--- src/rtl/pipe_ctrl_pkg.sv ---
// Shared types and constants for the pipeline hazard/stall controller.
// Stage indices, FSM states and the hold/bubble bundle used by the datapath.
package pipe_ctrl_pkg;

  localparam int unsigned NUM_STG    = 32'd5;
  localparam int unsigned STG_IF     = 32'd0;
  localparam int unsigned STG_ID     = 32'd1;
  localparam int unsigned STG_EX     = 32'd2;
  localparam int unsigned STG_MEM    = 32'd3;
  localparam int unsigned STG_WB     = 32'd4;
  localparam int unsigned REG_ADDR_W = 32'd5;

  typedef enum logic [1:0] {
    RUN   = 2'd0,
    MCYC  = 2'd1,
    RPEND = 2'd2
  } ctrl_state_e;

  typedef struct packed {
    logic [NUM_STG-1:0] hold;
    logic [NUM_STG-1:0] bubble;
  } pipe_ctrl_t;

  // Mask with every stage from IF up to and including 'top' set.
  function automatic logic [NUM_STG-1:0] stages_upto(input int unsigned top);
    logic [NUM_STG-1:0] m;
    m = '0;
    for (int unsigned i = 32'd0; i < NUM_STG; i++) begin
      if (i <= top) begin
        m[i] = 1'b1;
      end else begin
        m[i] = 1'b0;
      end
    end
    return m;
  endfunction

endpackage

--- src/rtl/pipe_ctrl_hazard_detect.sv ---
// Load-use comparator: flags an ID instruction that reads the register
// an in-flight EX load has not yet produced.
module pipe_ctrl_hazard_detect
  import pipe_ctrl_pkg::*;
(
  input  logic                  id_valid,
  input  logic [REG_ADDR_W-1:0] id_rs1,
  input  logic [REG_ADDR_W-1:0] id_rs2,
  input  logic                  id_use1,
  input  logic                  id_use2,
  input  logic                  ex_valid,
  input  logic [REG_ADDR_W-1:0] ex_rd,
  input  logic                  ex_is_load,
  output logic                  load_use
);

  logic rd_live_s;
  logic src_hit_s;

  // x0 never carries a dependency, so a load into it cannot stall ID.
  assign rd_live_s = ex_valid & ex_is_load & (ex_rd != 5'd0) & id_valid;
  assign src_hit_s = (id_use1 & (id_rs1 == ex_rd)) | (id_use2 & (id_rs2 == ex_rd));
  assign load_use  = rd_live_s & src_hit_s;

endmodule

--- src/rtl/pipe_ctrl.sv ---
// Pipeline hazard and stall controller: per-stage hold/bubble, PC redirect,
// multicycle EX sequencing and stall/flush performance counters.
module pipe_ctrl
  import pipe_ctrl_pkg::*;
#(
  parameter int unsigned XLEN  = 32'd64,
  parameter int unsigned LAT_W = 32'd6,
  parameter int unsigned CNT_W = 32'd32
) (
  input  logic                clk,
  input  logic                rst,
  input  logic                id_valid,
  input  logic [4:0]          id_rs1,
  input  logic [4:0]          id_rs2,
  input  logic                id_use1,
  input  logic                id_use2,
  input  logic                ex_valid,
  input  logic [4:0]          ex_rd,
  input  logic                ex_is_load,
  input  logic                ex_redirect,
  input  logic [XLEN-1:0]     ex_target,
  input  logic                mcyc_start,
  input  logic [LAT_W-1:0]    mcyc_lat,
  input  logic                ibus_busy,
  input  logic                ibus_done,
  input  logic                dbus_busy,
  output logic [4:0]          hold,
  output logic [4:0]          bubble,
  output logic [XLEN-1:0]     pc_in,
  output logic                pc_in_en,
  output logic                mcyc_busy,
  output logic [CNT_W-1:0]    stall_cnt,
  output logic [CNT_W-1:0]    flush_cnt
);

  localparam logic [LAT_W-1:0] LAT_ONE = {{(LAT_W-1){1'b0}}, 1'b1};
  localparam logic [CNT_W-1:0] CNT_ONE = {{(CNT_W-1){1'b0}}, 1'b1};

  ctrl_state_e      state_r, state_s;
  logic [LAT_W-1:0] mcyc_cnt_r, mcyc_cnt_s;
  logic [XLEN-1:0]  tgt_r, tgt_s;
  logic [CNT_W-1:0] stall_cnt_r, flush_cnt_r;
  pipe_ctrl_t       ctrl_s;
  logic             pc_in_en_s;
  logic [XLEN-1:0]  pc_in_s;
  logic             mcyc_busy_s;
  logic             redirect_s;
  logic             redirect_park_s;
  logic             load_use_s;

  pipe_ctrl_hazard_detect u_hazard (
    .id_valid   (id_valid),
    .id_rs1     (id_rs1),
    .id_rs2     (id_rs2),
    .id_use1    (id_use1),
    .id_use2    (id_use2),
    .ex_valid   (ex_valid),
    .ex_rd      (ex_rd),
    .ex_is_load (ex_is_load),
    .load_use   (load_use_s)
  );

  // In RPEND the ID/EX slots are bubbled, so any redirect seen there is stale.
  assign redirect_s = ex_redirect & ex_valid & (state_r == RUN);

  // Priority-ordered hazard resolution and FSM next-state.
  always_comb begin
    ctrl_s          = '0;
    pc_in_en_s      = 1'b0;
    pc_in_s         = '0;
    state_s         = state_r;
    mcyc_cnt_s      = mcyc_cnt_r;
    tgt_s           = tgt_r;
    redirect_park_s = 1'b0;
    mcyc_busy_s     = (state_r == MCYC);

    // A held EX never redirects, so the branch is acted on exactly once.
    if (dbus_busy) begin
      ctrl_s.hold           = stages_upto(STG_MEM);
      ctrl_s.bubble[STG_WB] = 1'b1;
    end else if (mcyc_busy_s) begin
      ctrl_s.hold            = stages_upto(STG_EX);
      ctrl_s.bubble[STG_MEM] = 1'b1;
    end else if (redirect_s) begin
      ctrl_s.bubble[STG_ID:STG_IF] = 2'b11;
      if (!ibus_busy) begin
        pc_in_en_s = 1'b1;
        pc_in_s    = ex_target;
      end else begin
        redirect_park_s = 1'b1;
        tgt_s           = ex_target;
      end
    end else if (load_use_s) begin
      ctrl_s.hold           = stages_upto(STG_ID);
      ctrl_s.bubble[STG_EX] = 1'b1;
    end else if (ibus_busy) begin
      ctrl_s.bubble[STG_IF] = 1'b1;
    end else begin
      ctrl_s.bubble[STG_IF] = 1'b0;
    end

    case (state_r)
      RUN: begin
        if (mcyc_start && !dbus_busy) begin
          state_s    = MCYC;
          mcyc_cnt_s = mcyc_lat;
        end else if (redirect_park_s) begin
          state_s = RPEND;
        end else begin
          state_s = RUN;
        end
      end
      MCYC: begin
        if (dbus_busy) begin
          mcyc_cnt_s = mcyc_cnt_r;
        end else if (mcyc_cnt_r <= LAT_ONE) begin
          state_s    = RUN;
          mcyc_cnt_s = '0;
        end else begin
          mcyc_cnt_s = mcyc_cnt_r - LAT_ONE;
        end
      end
      RPEND: begin
        ctrl_s.bubble[STG_ID:STG_IF] = 2'b11;
        // The returning fetch is for the wrong path: drop it and redirect.
        if (ibus_done) begin
          pc_in_en_s = 1'b1;
          pc_in_s    = tgt_r;
          state_s    = RUN;
        end else begin
          state_s = RPEND;
        end
      end
      default: begin
        state_s = RUN;
      end
    endcase

    ctrl_s.bubble = ctrl_s.bubble & ~ctrl_s.hold;

    if (rst) begin
      ctrl_s      = '0;
      pc_in_en_s  = 1'b0;
      pc_in_s     = '0;
      mcyc_busy_s = 1'b0;
    end else begin
      mcyc_busy_s = mcyc_busy_s;
    end
  end

  // State, multicycle count, parked target and performance counters.
  always_ff @(posedge clk or posedge rst) begin
    if (rst) begin
      state_r     <= RUN;
      mcyc_cnt_r  <= '0;
      tgt_r       <= '0;
      stall_cnt_r <= '0;
      flush_cnt_r <= '0;
    end else begin
      state_r    <= state_s;
      mcyc_cnt_r <= mcyc_cnt_s;
      tgt_r      <= tgt_s;
      if (|ctrl_s.hold) begin
        stall_cnt_r <= stall_cnt_r + CNT_ONE;
      end
      if (pc_in_en_s) begin
        flush_cnt_r <= flush_cnt_r + CNT_ONE;
      end
    end
  end

  assign hold      = ctrl_s.hold;
  assign bubble    = ctrl_s.bubble;
  assign pc_in     = pc_in_s;
  assign pc_in_en  = pc_in_en_s;
  assign mcyc_busy = mcyc_busy_s;
  assign stall_cnt = stall_cnt_r;
  assign flush_cnt = flush_cnt_r;

endmodule

--- config.mk ---
export PLATFORM = sky130hd
export DESIGN_NAME = pipe_ctrl
export DESIGN_NICKNAME = d
export VERILOG_FILES = /design/src/rtl/pipe_ctrl_pkg.sv /design/src/rtl/pipe_ctrl_hazard_detect.sv /design/src/rtl/pipe_ctrl.sv
export SDC_FILE = /design/constraint.sdc
export NUM_CORES = 1
export LEC_CHECK = 0
export BUFFER_PORTS_ARGS = -buffer_cell sky130_fd_sc_hd__buf_2
export CORE_UTILIZATION = 45
export CTS_BUF_LIST = sky130_fd_sc_hd__clkbuf_4 sky130_fd_sc_hd__clkbuf_8 sky130_fd_sc_hd__clkbuf_16
export DETAILED_ROUTE_END_ITERATION = 7
export PLACE_DENSITY = 0.76
export SYNTH_ARGS = -nofsm -noshare
export SYNTH_HDL_FRONTEND = slang
export SYNTH_SLANG_ARGS = --single-unit
--- constraint.sdc ---
create_clock -name clk -period 5.4 [get_ports clk]
set_clock_uncertainty 0.1 [all_clocks]
set_input_delay 0.54 -clock clk [delete_from_list [all_inputs] [get_ports clk]]
set_output_delay 0.54 -clock clk [all_outputs]
set_load 0.02 [all_outputs]
# ---- Word level (Yosys, flattened, before mapping)
# Cells that the tools add are included.
dict set report classes {
  magnitude_cmp 1
  bitwise_logic 13
  n_eq_ne 7
  n_addsub 3
  mux 44
  reduce_logical 9
}
# operator count
set ops {}
lappend ops {{64-bit 2-to-1 mux} 7}
lappend ops {{32-bit by 1-bit adder with 32-bit output, second input constant} 2}
lappend ops {{1-bit 2-to-1 mux} 19}
lappend ops {{6-bit 2-to-1 mux} 3}
lappend ops {{2-bit 2-to-1 mux} 8}
lappend ops {{6-bit case mux with 2 select lines} 1}
lappend ops {{5-bit == test} 2}
lappend ops {{10-bit 2-to-1 mux} 1}
lappend ops {{1-bit AND} 8}
lappend ops {{4-bit 2-to-1 mux} 2}
lappend ops {{6-bit by 1-bit less-or-equal comparator with 1-bit output, second input constant} 1}
lappend ops {{3-bit 2-to-1 mux} 2}
lappend ops {{2-bit case mux with 3 select lines} 1}
lappend ops {{6-bit by 1-bit subtractor with 6-bit output, second input constant} 1}
lappend ops {{5-bit AND} 1}
lappend ops {{5-bit inverter} 1}
lappend ops {{5-bit nonzero test} 1}
lappend ops {{5-bit OR reduction} 1}
lappend ops {{2-bit by 1-bit inequality test with 1-bit output, second input constant} 2}
lappend ops {{4-bit AND reduction} 1}
lappend ops {{3-bit AND reduction} 1}
lappend ops {{2-bit by 1-bit == test with 1-bit output, second input constant} 1}
lappend ops {{2-bit == test, second input constant} 1}
lappend ops {{2-bit logical NOT} 1}
lappend ops {{7 further kinds} 8}
dict set report word_totals {
  output_inout_bits 140
  regBits 136
  in_bits 97
}

# ---- Logic depth before layout (Yosys ltp)
# Gate-level depths: netlist of the first run.
dict set report logic_depth {
  depth_word 12
  depth_mapped 9
}

# ---- Cells and area by module
# From an unflattened synthesis of the first run, not the netlist that was laid out.
dict set report unflattened {
  cells_unflattened 637
  area_unflattened_um2 6825.3
}
# mod cells_each seq_area_each_um2 instances area_per_inst_um2
set modules_own_cells {}
lappend modules_own_cells {pipe_ctrl 620 3403.3 1 6693.9}
lappend modules_own_cells {pipe_ctrl_hazard_detect 17 0.0 1 131.4}

# ---- Least setup slack after synthesis of the first run
# OpenSTA, ideal clock, no wires.
dict set report synth_timing {
  path_type {input to register}
  startpoint {input rst}
  endpoint {register flush_cnt_r[7] (netlist: flush_cnt[7])}
  path_stages 7
  setup_time_ps 132
  setup_slack_ps -206
  arrival_ps 5374
  path_cell_list {clkbuf_1 > inv_1 > o21ai_1 > inv_1 > nand4_1 > nand2b_1 > xnor2_1}
}
dict set report synth_via {
  elab_chain_len 1
}
# item line
set synth_rtl {}
lappend synth_rtl {{from (decl)} pipe_ctrl.sv:11} ;# input logic rst,
lappend synth_rtl {{1-bit 2-to-1 mux} pipe_ctrl.sv:141} ;# if (rst) begin
lappend synth_rtl {{via pc_in_en} pipe_ctrl.sv:30} ;# output logic pc_in_en,
lappend synth_rtl {{to (signal assigned)} pipe_ctrl.sv:167} ;# flush_cnt_r <= flush_cnt_r + CNT_ONE;
lappend synth_rtl {{to (decl)} pipe_ctrl.sv:42} ;# logic [CNT_W-1:0] stall_cnt_r, flush_cnt_r;
# The timed path passes the listed nets, and every way through them passes these cells.
# A chain may end at the register's enable or synchronous reset.

# ---- Worst setup path in the final report of the first run
dict set report layout_timing {
  startpoint {register state_r[1]}
  endpoint {output pc_in[8]}
}
dict set report layout_via {
  elab_chain_len 8
  word_cells_on_any_way 10
  cone_classes {eq/ne (2); mux (6); bitwise (1); reduce/logical (1)}
}
# item line
set layout_rtl {}
lappend layout_rtl {{from (decl)} pipe_ctrl.sv:39} ;# ctrl_state_e state_r, state_s;
lappend layout_rtl {{from (signal assigned)} pipe_ctrl.sv:160} ;# state_r <= state_s;
lappend layout_rtl {{2-bit logical NOT} pipe_ctrl.sv:64} ;# assign redirect_s = ex_redirect & ex_valid & (state_r == RUN);
lappend layout_rtl {{1-bit AND} pipe_ctrl.sv:64}
lappend layout_rtl {{64-bit 2-to-1 mux} pipe_ctrl.sv:84} ;# end else if (redirect_s) begin
lappend layout_rtl {{64-bit 2-to-1 mux} pipe_ctrl.sv:81} ;# end else if (mcyc_busy_s) begin
lappend layout_rtl {{64-bit 2-to-1 mux} pipe_ctrl.sv:78} ;# if (dbus_busy) begin
lappend layout_rtl {{64-bit 2-to-1 mux} pipe_ctrl.sv:126} ;# if (ibus_done) begin
lappend layout_rtl {{64-bit 2-to-1 mux (*)} pipe_ctrl.sv:102} ;# case (state_r)
lappend layout_rtl {{64-bit 2-to-1 mux (*)} pipe_ctrl.sv:141}
lappend layout_rtl {{to (decl)} pipe_ctrl.sv:29} ;# output logic [XLEN-1:0] pc_in,
# Mark *: on every way between the ends. The rest lies on a longest branch, timed or not.

==> flow_metrics.tcl, run 1 <==
set metrics [dict create \
    clk_pin_slew_ns 0.06 \
    pin_count 237 \
    drtIter0Drc 383 \
    antenna_left 0 \
    grt_overflow_total 0 \
    crit_fanout 44 \
    outcome "finished clean" \
    path_class "reg -> out" \
    fp.dieW_um 126 \
    timing.rr.start "state_r[0]" \
    synth_area_sq_um 6890 \
    finalCriticalPeriod_ns 3.50 \
    fin_nets 964 \
    grt_pass1_wl_mm 28.9 \
    holdPathEnd "tgt_r[14]" \
    cts_buffers 17 \
    reg2regPathDepth 5 \
    hold_path_class "in -> reg" \
    synth-seq-cells 136 \
    routedWlPerCell_um 16.4 \
    post_cts_buffers 0 \
    r2r_setup_slack_ns 2.32 \
    port_buffers 235 \
    r2r_end "tgt_r[49]" \
    drt_wl_total_mm 17.4 \
    min_path_cells 2 \
    arrival_ns 2.86 \
    hold_path.startpoint "ex_target[14]" \
    syn_to_final_growth_pct 27.7 \
    fin_tns_setup_ns 0 \
    finalCritPeriodShare_pct 64.8 \
    async_flop_share_pct 100 \
    clock_sinks 136 \
    ys_types 47 \
    syn-num-nets 746 \
    layout_common_cells "235 x buf_2, 136 x dfrtp_1, 82 x nor2_1" \
    clk_latency_ns 0.41 \
    die-area_sq_um 15800 \
    first_pass_iters 5 \
    maxCapViolations 0 \
    start_kind "register" \
    synth_edf_count 0 \
    gp_congestion 0.845 \
    ys.flop_type "dfrtp_1" \
    hold_buffers 0 \
    slew_viol_final 0 \
    cellLeakagePower_nw 4.38 \
    core_region_area_sq_um 14800 \
    final_common_cell "buf_2" \
    holdWs_ns 0.275 \
    placementRows 44 \
    grt_max_degree 84 \
    ys_warn_count 0 \
    rsz0062_at_grt "no" \
    dp_hpwl_mm 12.1 \
    power_density_nw_per_um2 375 \
    routed_via_density 5.49 \
    vias 5820 \
    required_ns 4.76 \
    drive_gt1_share_pct 40.3 \
    cts_tree "done" \
    finalHoldViolations 0 \
    vdd_drop_max_v 0.000232 \
    cts_resized 0 \
    fmax_mhz 286 \
    worst_pin_slew_ns 1.04 \
    die_h_um 126 \
    drc 0 \
    start_util_pct 46.7 \
    max_slew_margin_pct 30.6 \
    grt_antenna_before_repair 1 \
    syn_inst 645 \
    root_buffer "clkbuf_16" \
    seq_area_frac_synth_pct 49.4 \
    critPathCaptureType "output port" \
    setup_viol 0 \
    htreeDepth 4 \
    avgSynthCellArea_sq_um 10.7 \
    grt_pass1_vias 5668 \
    fillers 1294 \
    clk_path_buf_depth 2 \
    grtUsageTotal_pct 23.0 \
]
-- cell usage after synthesis, types with 11 or more instances --
| library cell | count | area (sq um) |
|---|---|---|
| nand3_1 | 24 | 120 |
| mux2_2 | 65 | 732 |
| and3_1 | 11 | 68.8 |
| nor2_1 | 82 | 308 |
| nor3_1 | 14 | 70.1 |
| nand4_1 | 21 | 131 |
| nand2_1 | 27 | 101 |
| a22oi_1 | 64 | 480 |
| xnor2_1 | 52 | 455 |
| dfrtp_1 | 136 | 3400 |
| xor2_1 | 19 | 166 |
| a21oi_1 | 11 | 55.1 |
| clkbuf_1 | 27 | 101 |
-- logic make-up (layout without fill, tap and decap cells) --
group | Yosys count | after routing | synth area share (%)
muxes | 65 | 65 | 10.6
AOI/OAI and AO/OA | 96 | 96 | 9.99
buffers and inverters | 51 | 281 | 3.18
and+or+nand+nor | 220 | 220 | 16.7
DFF | 136 | 136 | 49.4
xor gates and xnor gates | 72 | 72 | 9.27
adders and majority gates | 4 | 4 | 0.727
other | 1 | 2 | 0.0545
-- worst max path at each step --
stage / startpoint / to / slack, ns
floorplan: rst / flush_cnt[5] / 0.64
global placement: ibus_done / pc_in[38] / 2.26
detailed placement: ex_valid / tgt_r[46] / 2.26
CTS: state_r[1] / pc_in[34] / 1.87
global route: state_r[1] / pc_in[10] / 1.58
finish: state_r[1] / pc_in[8] / 1.90
-- critical path, stage by stage, from the launching register on --
cell and delay (ns):
dfrtp_1 0.45, inv_1 0.15, nor3b_4 0.82, buf_4 0.55, a22oi_1 0.12, nor2_1 0.15, buf_2 0.18
-- area by class of cell --
| cell class | instances | area [sq um] | share of cell area (%) |
|---|---|---|---|
| antenna | 1 | 2.50 | 0.0285 |
| tap | 184 | 230 | 2.62 |
| clock inverter | 10 | 143 | 1.62 |
| sequential | 136 | 3400 | 38.7 |
| timing repair buffer | 241 | 1220 | 13.9 |
| clock buffer | 21 | 474 | 5.39 |
| inverter | 9 | 37.5 | 0.427 |
| multi-input combinational | 458 | 3280 | 37.3 |
-- metrics by stage --
| step | setup WS [ns] | total power (W) | util [%] | instance area [sq um] | cells |
|---|---|---|---|---|---|
| 6_report | 1.90 | 0.00330 | 59.6 | 8790 | 1060 |
| 5_1_grt | 1.58 | 0.00348 | 59.6 | 8790 | 1060 |
| 4_1_cts | 1.87 | 0.00332 | 59.6 | 8790 | 1059 |
| 3_5_place_dp | 2.26 | 0.00211 | 55.4 | 8170 | 1028 |
| 3_3_place_gp | 2.26 | 0.00208 | 55.4 | 8170 | 1028 |
| 2_1_floorplan | 0.641 | 0.00190 | - | 6890 | 645 |
-- sequential cells by signal (all words and copies together), names as in the netlist --
signal / cells
tgt_r: 64
stall_cnt: 32
mcyc_cnt_r: 6
flush_cnt: 32
state_r: 2
-- routing by layer --
| metal | part of all wire, % | wire length (um) | vias to the layer above | track usage, % |
|---|---|---|---|---|
| li1 | - | - | 2739 | - |
| met2 | 49 | 8520 | 196 | 37.6 |
| met5 | 0 | 0 | - | 0 |
| met1 | 43 | 7440 | 2859 | 29.1 |
| met4 | 2.6 | 450 | 0 | 9.25 |
| met3 | 5.7 | 988 | 26 | 5.82 |
-- power breakdown --
| part | leakage (nW) | switching [W] | internal (W) |
|---|---|---|---|
| combinational | 2.30 | 0.000326 | 0.000303 |
| clock | 0.291 | 0.000431 | 0.000767 |
| sequential | 1.78 | 0.000189 | 0.00128 |
Power figures use the tool's default switching activity.
==> run 2, diff against run 1 <==
- clock period: 5.4 -> 3.2 ns (I/O delays scaled with it)
==> run 2 against run 1 <==
Net effect:
- die area is the same
- first-iteration DRC count rose by 8.6%
- clock-buffer cell count decreased by 1
- via count up 1.8%
- sequential power rose by 69%
- core utilization increased by 0.31 points
- combinational power rose by 73%
- global-route usage up 0.34 points
- clock power rose by 61%
- sequential share of layout area down 0.20 points
- setup slack worse by 1.7 ns
- critical path type unchanged
- largest cell class unchanged
- largest power group unchanged
==> flow_metrics.tcl, run 2 (synthesis gave the netlist of run 1 again) <==
set metrics [dict create \
    final_cell_area_sq_um 8840 \
    grt_antenna_before_repair 0 \
    fin_nets 969 \
    setup_viol 0 \
    grt_pass1_vias 5862 \
    hold_path_class "in -> reg" \
    critPathMaxStageDelay_ns 0.50 \
    drive_gt1_share_pct 41.0 \
    vdd_drop_max_v 0.000522 \
    drc 0 \
    n_antenna_cell 0 \
    root_buffer "clkbuf_16" \
    crit_family "buffers and inverters" \
    htreeDepth 4 \
    port_buffers 235 \
    power_density_nw_per_um2 622 \
    rsz0062_at_grt "no" \
    critPathCaptureType "output port" \
    path_class "reg -> out" \
    drt_wl_total_mm 18.1 \
    crit_chain "nand3b_1 > nor2_1 > buf_4 > nor3b_1 > a21oi_2 > clkinvlp_4 > buf_4 > buf_2" \
    drtIter0Drc 416 \
    first_pass_iters 6 \
    start_util_pct 46.7 \
    final_cells 1065 \
    cpMostUsedCell "buf_4" \
    p_comb_share_pct 19.8 \
    regMostFlops "tgt_r" \
    cellLeakagePower_nw 4.40 \
    crit_buf_inv 4 \
    syn_to_final_growth_pct 28.4 \
    p_seq_share_pct 45.0 \
    outcome "finished clean" \
    largest_reg_flops 64 \
    required_ns 2.78 \
    grt_pass1_wl_mm 29.4 \
    clk_path_buf_depth 2 \
    antenna_left 0 \
    place_area_sq_um 8230 \
    crit_fanout 14 \
    grtUsageTotal_pct 23.3 \
    routedWlPerCell_um 17.0 \
    pin_count 237 \
    grt_overflow_total 0 \
    fp.dieW_um 126 \
    arrival_ns 2.59 \
    core_region_area_sq_um 14800 \
    placementRows 44 \
    slew_viol_final 0 \
    final_common_cell "buf_2" \
    finalHoldViolations 0 \
    p_total_w 0.00550 \
    start_kind "register" \
    layout_common_cells "235 x buf_2, 136 x dfrtp_1, 82 x nor2_1" \
    vias 5923 \
    max_slew_margin_pct 42.9 \
    fmax_mhz 332 \
    grt_max_degree 138 \
    pwr-share-clk_pct 35.2 \
    fin_tns_setup_ns 0 \
    clock_sinks 136 \
    cp_slowest_cell "dfrtp_1" \
    die_h_um 126 \
    worst_pin_slew_ns 0.856 \
    cts_tree "done" \
    dp.cells 1030 \
    sw_frac_of_total_pct 29.4 \
    dp_hpwl_mm 12.1 \
    maxCapViolations 0 \
    finalCriticalPeriod_ns 3.01 \
    internal_power_w 0.00388 \
    clk_pin_slew_ns 0.06 \
    finalCritPeriodShare_pct 94.0 \
    clk_latency_ns 0.41 \
    switchingPower_w 0.00162 \
    cts_buffers 17 \
    hold_buffers 0 \
    routed_via_density 5.56 \
    die-area_sq_um 15800 \
    gp_congestion 0.834 \
    holdWs_ns 0.0444 \
]
[run 2: final cells by class]
type | instances | area, sq um
Clock buffer | 20 | 460
Clock inverter | 12 | 126
Fill cell | 1290 | 5920
Inverter | 9 | 41.3
Multi-Input combinational cell | 458 | 3280
Sequential cell | 136 | 3400
Tap cell | 184 | 230
Timing Repair Buffer | 246 | 1300
[run 2: path summary, 6_finish.rpt]
path	start	endpoint	slack [ns]	depth (start not counted)
worst max-delay path	state_r[0]	hold[1]	0.19	8
worst min-delay path	ex_target[39]	tgt_r[39]	0.04	2
worst max register to register	state_r[0]	flush_cnt[24]	0.58	6
worst min register to register	stall_cnt[31]	stall_cnt[31]	0.36	1
max in group asynchronous	rst	state_r[0]	2.24	3
min in group asynchronous	rst	flush_cnt[4]	0.15	3
[run 2: through the flow]
stage                     setup slack (ns)  utilization, %
after floorplan                     -0.867               -
after global placement               0.644            55.7
after detailed placement             0.566            55.7
after CTS                            0.138            59.7
after global routing                0.0440            59.9
final                                0.192            59.9
[run 2: power groups by stage]
stage	Combinational [W]	Sequential, W	Clock, W
3_3_place_gp	0.00104	0.00247	0
4_1_cts	0.00108	0.00247	0.00197
2_1_floorplan	0.000727	0.00248	0
5_1_grt	0.00120	0.00254	0.00205
3_5_place_dp	0.00108	0.00249	0
6_report	0.00109	0.00248	0.00193
[run 2: per-layer routing]
metal / GRT usage (%) / wire length [um]
met1: 29.0 / 7790
met2: 39.2 / 9000
met3: 6.29 / 989
met4: 7.82 / 346
met5: 0 / 0
[run 2: what timing repair did]
item | CTS | global route
buffers inserted | 0 | 3
endpoints found under the setup margin | 0 | 2
gates resized for setup | 0 | 1
hold endpoints to repair | 0 | 0
[run 2: worst reg2reg max path: cells and delay by family, from the launching register on]
family	cells	cell delay [ns]
XOR/XNOR	1	0.15
AO/OA/AOI/OAI	1	0.38
AND/OR/NAND/NOR	4	1.40
flip-flops	1	0.50
